==> config.mk <==
export PLATFORM = sky130hd
export DESIGN_NAME = seq_restoring_divider
export DESIGN_NICKNAME = d
export VERILOG_FILES = /design/src/rtl/seq_restoring_divider.sv
export SDC_FILE = /design/constraint.sdc
export NUM_CORES = 1
export LEC_CHECK = 0
export CAP_MARGIN = 10
export CORE_MARGIN = 5
export CORE_UTILIZATION = 30
export CTS_CLUSTER_DIAMETER = 50
export DETAILED_ROUTE_END_ITERATION = 7
export GPL_ROUTABILITY_DRIVEN = 0
export PLACE_DENSITY = 0.6
export SLEW_MARGIN = 10
export SYNTH_ARGS = -nofsm -noshare
export SYNTH_HDL_FRONTEND = slang
export SYNTH_SLANG_ARGS = --single-unit
==> constraint.sdc <==
create_clock -name clk -period 2.2 [get_ports clk]
set_input_delay 0.66 -clock clk [delete_from_list [all_inputs] [get_ports clk]]
set_output_delay 0.66 -clock clk [all_outputs]
set_load 0.05 [all_outputs]
==> src/rtl/seq_restoring_divider.sv <==
`default_nettype none
// ============================================================================
//  Module   : seq_restoring_divider
//  Function : Sequential unsigned restoring divider, one quotient bit per clock
//             (q = a / b, r = a % b). Requires W >= 2.
//             Optional macro SEQ_DIV_DBZ_EN adds the dbz port and a one-cycle
//             divide-by-zero shortcut.
//  Revision : 1.0  initial release
// ============================================================================
module seq_restoring_divider #(
    parameter int W = 4
) (
    input  logic         clk,
    input  logic         rst,
    input  logic         start,
    input  logic [W-1:0] a,
    input  logic [W-1:0] b,
    output logic         busy,
    output logic         done,
    output logic [W-1:0] q,
    output logic [W-1:0] r
`ifdef SEQ_DIV_DBZ_EN
    ,
    output logic         dbz
`endif
);

    localparam int            C_CNT_W = $clog2(W + 1);
    localparam logic [C_CNT_W-1:0] C_LAST = C_CNT_W'(W - 1);

    typedef enum logic [1:0] {
        S_IDLE = 2'd0,
        S_BUSY = 2'd1,
        S_DONE = 2'd2
    } state_t;

    state_t               r_state;
    state_t               w_state_nxt;
    logic [W-1:0]         r_dvd;
    logic [W-1:0]         r_dvs;
    logic [W:0]           r_rem;
    logic [C_CNT_W-1:0]   r_cnt;
    logic [W-1:0]         r_quo;
    logic [W-1:0]         r_rmd;

    logic                 w_accept;
    logic                 w_last;
    logic                 w_zero_div;
    logic [W:0]           w_shift;
    logic [W:0]           w_diff;
    logic                 w_qbit;
    logic [W:0]           w_rem_nxt;

    assign w_accept = start && ((r_state == S_IDLE) || (r_state == S_DONE));
    assign w_last   = (r_state == S_BUSY) && (r_cnt == C_LAST);

`ifdef SEQ_DIV_DBZ_EN
    assign w_zero_div = w_accept && (b == '0);
`else
    assign w_zero_div = 1'b0;
`endif

    // Sign bit of the W+1 bit trial subtraction decides whether to restore.
    assign w_shift   = {r_rem[W-1:0], r_dvd[W-1]};
    assign w_diff    = w_shift - {1'b0, r_dvs};
    assign w_qbit    = ~w_diff[W];
    assign w_rem_nxt = w_qbit ? w_diff : w_shift;

    always_ff @(posedge clk or posedge rst) begin
        if (rst) begin
            r_state <= S_IDLE;
        end else begin
            r_state <= w_state_nxt;
        end
    end

    always_comb begin
        w_state_nxt = r_state;
        case (r_state)
            S_IDLE, S_DONE: begin
                if (w_accept) begin
                    w_state_nxt = w_zero_div ? S_DONE : S_BUSY;
                end else begin
                    w_state_nxt = S_IDLE;
                end
            end
            S_BUSY: begin
                if (w_last) begin
                    w_state_nxt = S_DONE;
                end
            end
            default: w_state_nxt = S_IDLE;
        endcase
    end

    // The dividend register doubles as the quotient shift register.
    always_ff @(posedge clk or posedge rst) begin
        if (rst) begin
            r_dvd <= '0;
            r_dvs <= '0;
            r_rem <= '0;
            r_cnt <= '0;
            r_quo <= '0;
            r_rmd <= '0;
        end else if (w_accept) begin
            r_dvd <= a;
            r_dvs <= b;
            r_rem <= '0;
            r_cnt <= '0;
            if (w_zero_div) begin
                r_quo <= '1;
                r_rmd <= a;
            end
        end else if (r_state == S_BUSY) begin
            r_dvd <= {r_dvd[W-2:0], w_qbit};
            r_rem <= w_rem_nxt;
            r_cnt <= r_cnt + C_CNT_W'(1);
            if (w_last) begin
                r_quo <= {r_dvd[W-2:0], w_qbit};
                r_rmd <= w_rem_nxt[W-1:0];
            end
        end
    end

`ifdef SEQ_DIV_DBZ_EN
    logic r_dbz;

    always_ff @(posedge clk or posedge rst) begin
        if (rst) begin
            r_dbz <= 1'b0;
        end else if (w_accept) begin
            r_dbz <= w_zero_div;
        end
    end

    assign dbz = r_dbz;
`endif

    assign busy = (r_state == S_BUSY);
    assign done = (r_state == S_DONE);
    assign q    = r_quo;
    assign r    = r_rmd;

endmodule
`default_nettype wire

==> results.toml <==
[yosys]
avgSynthCellArea_um2 = 9.82
yosysSeqAreaShare_pct = 49.4
synth_xor_area_share_pct = 0.692
synthAdderAreaFrac_pct = 7.51
synth_top_area_share_pct = 49.4
yosysWarnings = 0
syn-cell-area_um2 = 1270
syn_inst = 129
synth_enable_flop_cells = 0
yosys.area_share.simple_pct = 20.0
synth_top_family_by_area = "simple AND/OR/NAND/NOR gates"
synth_compound_area_share_pct = 17.4
synthArstFlopShare_pct = 100
ys_ff_latch = 25
synthMuxAreaShare_pct = 0.889
syn_nets = 147
ys_types = 42
ys.flop_type = "dfrtp_1"
yosys-top-cells-area = "dfrtp_1 (49%), nand2_1 (7.7%), ha_1 (5.9%)"
yosysTopAreaCell = "dfrtp_1"

[worst_setup_path]
start_kind = "flip-flop"
cpMostUsedCell = "inv_1"
path_max_fanout = 7
worst_ep_arrival_time_ns = 2.28
critPathSlowestCell = "a211o_4"
crit_family = "compound AO/OA/AOI/OAI gates"
cpPeakStageDelay_ns = 0.39
required_ns = 2.38
cp_cell_sequence = "inv_1, ha_1, inv_1, fa_2, a211o_4, a21o_4, and3_4, o31ai_2"
crit_buf_inv = 2
critPathCaptureType = "flip-flop"
worst-setup-path-type = "flip-flop to flip-flop"

[floorplanning]
boundaryPins = 21
die_w_um = 75.0
initial_core_util_pct = 31.2
die_area_um2 = 5620
core_area_um2 = 4060
die_y_um = 75.0
num_rows = 23

[flow_run]
maxCapViolations = 0

[placement]
port_buffers = 20
dp_hpwl_um = 2120
dpl_cell_area_um2 = 1550

[routing]
drt-initial-drc-count = 37
wire_per_inst_um = 13.4
vias = 993
ant_nets = 0
drt_first_pass_iters = 4
drc_errors = 0
viasPerCell = 4.82
wirelength_um = 2760

[cells_and_area]
drive_gt1_share_pct = 21.2
nFillCells = 380
final_cell_mix = "nand2_1 (25), dfrtp_1 (25), clkdlybuf4s50_1 (14)"
nNetsFinal = 175
finalInstanceArea_um2 = 1650
diodes = 0
syn2layout_area_growth_pct = 29.9

[sta]
hold_ws_ns = 0.477
setup_violations = 0
maxSlewHeadroom_pct = 66.4
clock.fmax_mhz = 474
finClkSkew_ns = 0.00502
worstMarginPinSlew_ns = 0.502
maxSlewViolCount = 0
period_needed_ns = 2.11
hold_viol_final = 0
period_share_pct = 95.8
rsz0062_at_grt = "yes"

[global_route]
antenna_found_initial = 0
gr-usage-all-layers_pct = 11.1
grt_pass1_wl_um = 4790
gr-total-overflow = 0
grt_max_degree = 26
grt_pass1_vias = 1069

[cts]
clkSlewWorstSetupHoldPaths_ns = 0.09
max-clock-path-buffers = 2
cts-root-buf = "clkbuf_8"
cts_sinks = 25
hold_buffers = 0
cts_buffers = 3
cts_tree = "built"
ctsHtreeMaxLevel = 1
insertion_delay_ns = 0.26

[worst_hold_path]
hold_class = "flip-flop to flip-flop"

[status]
outcome = "completed"
[registers in the layout, indices dropped and copies added, names as in the netlist]
register / cells
r_state: 2
r: 4
r_rem: 4
r_dvs: 4
r_dvd: 4
r_cnt: 3
q: 4
[metal layers]
layer | track usage, % | vias up | part of all wire, %
li1 | - | 508 | -
met1 | 14.0 | 465 | 48
met2 | 18.7 | 18 | 48
met3 | 2.40 | 2 | 3.6
met4 | 3.75 | 0 | 0.33
met5 | 0 | - | 0
[cells by family after synthesis]
group | Yosys count
adders and majority gates | 7
buffers and inverters | 12
muxes | 1
xor gates and xnor gates | 1
DFF | 25
AOI/OAI and AO/OA | 33
and+or+nand+nor | 50
[worst paths after layout]
kind,from,to,slack [ns],cells after the start
worst max-delay path,r_dvd[3],r[0],0.09,8
worst min-delay path,q[1],q[1],0.48,2
worst max register to register,r_dvd[3],r[0],0.09,8
worst min register to register,q[1],q[1],0.48,2
max in group asynchronous,rst,r_rem[0],1.21,3
min in group asynchronous,rst,r_state[1],0.74,3
[repair_timing]
| item | CTS | global route |
|---|---|---|
| gates resized for setup | 0 | 10 |
| endpoints found under the setup margin | 0 | 7 |
| buffers inserted | 0 | 1 |
[stage by stage]
stage / setup TNS (ns) / worst slack, ns / util [%] / std cells
detailed placement: 0 / 0.0686 / 38.1 / 201
CTS: 0 / 0.0361 / 39.2 / 205
floorplan: 0 / 0.208 / - / 129
global placement: 0 / 0.123 / 38.1 / 201
global route: -0.0110 / -0.0110 / 40.5 / 206
finish: 0 / 0.0924 / 40.5 / 206
[Yosys cell counts (2+ instances only)]
master and n:
a21oi_1 4, a22oi_1 3, a31oi_1 2, buf_4 2
dfrtp_1 25, ha_1 6, inv_1 8, nand2_1 26
nand2b_1 2, nand3_1 2, nor2_1 3, nor2b_1 3
nor3_1 2, o21ai_0 10, o31ai_1 4
[cell type report]
cell class              instances  area, um2  area share (%)
clock buffers                   4       45.0            2.74
inverters                       9       33.8            2.05
multi-input cells              92        636            38.6
flip-flops and latches         25        626            38.0
well taps                      50       62.6            3.80
repair buffers                 26        243            14.8
[worst reg2reg max path, delay by kind of cell (launching register included)]
family / cells / cell delay, ns
adder cells (fa/ha/maj): 2 / 0.52
AO/OA/AOI/OAI: 3 / 0.80
flip-flops: 1 / 0.38
AND/OR/NAND/NOR: 1 / 0.19
buffers and inverters: 2 / 0.12
Power is not shown: default switching activity piles up to over one toggle a cycle in this logic, so the estimate is an artifact.
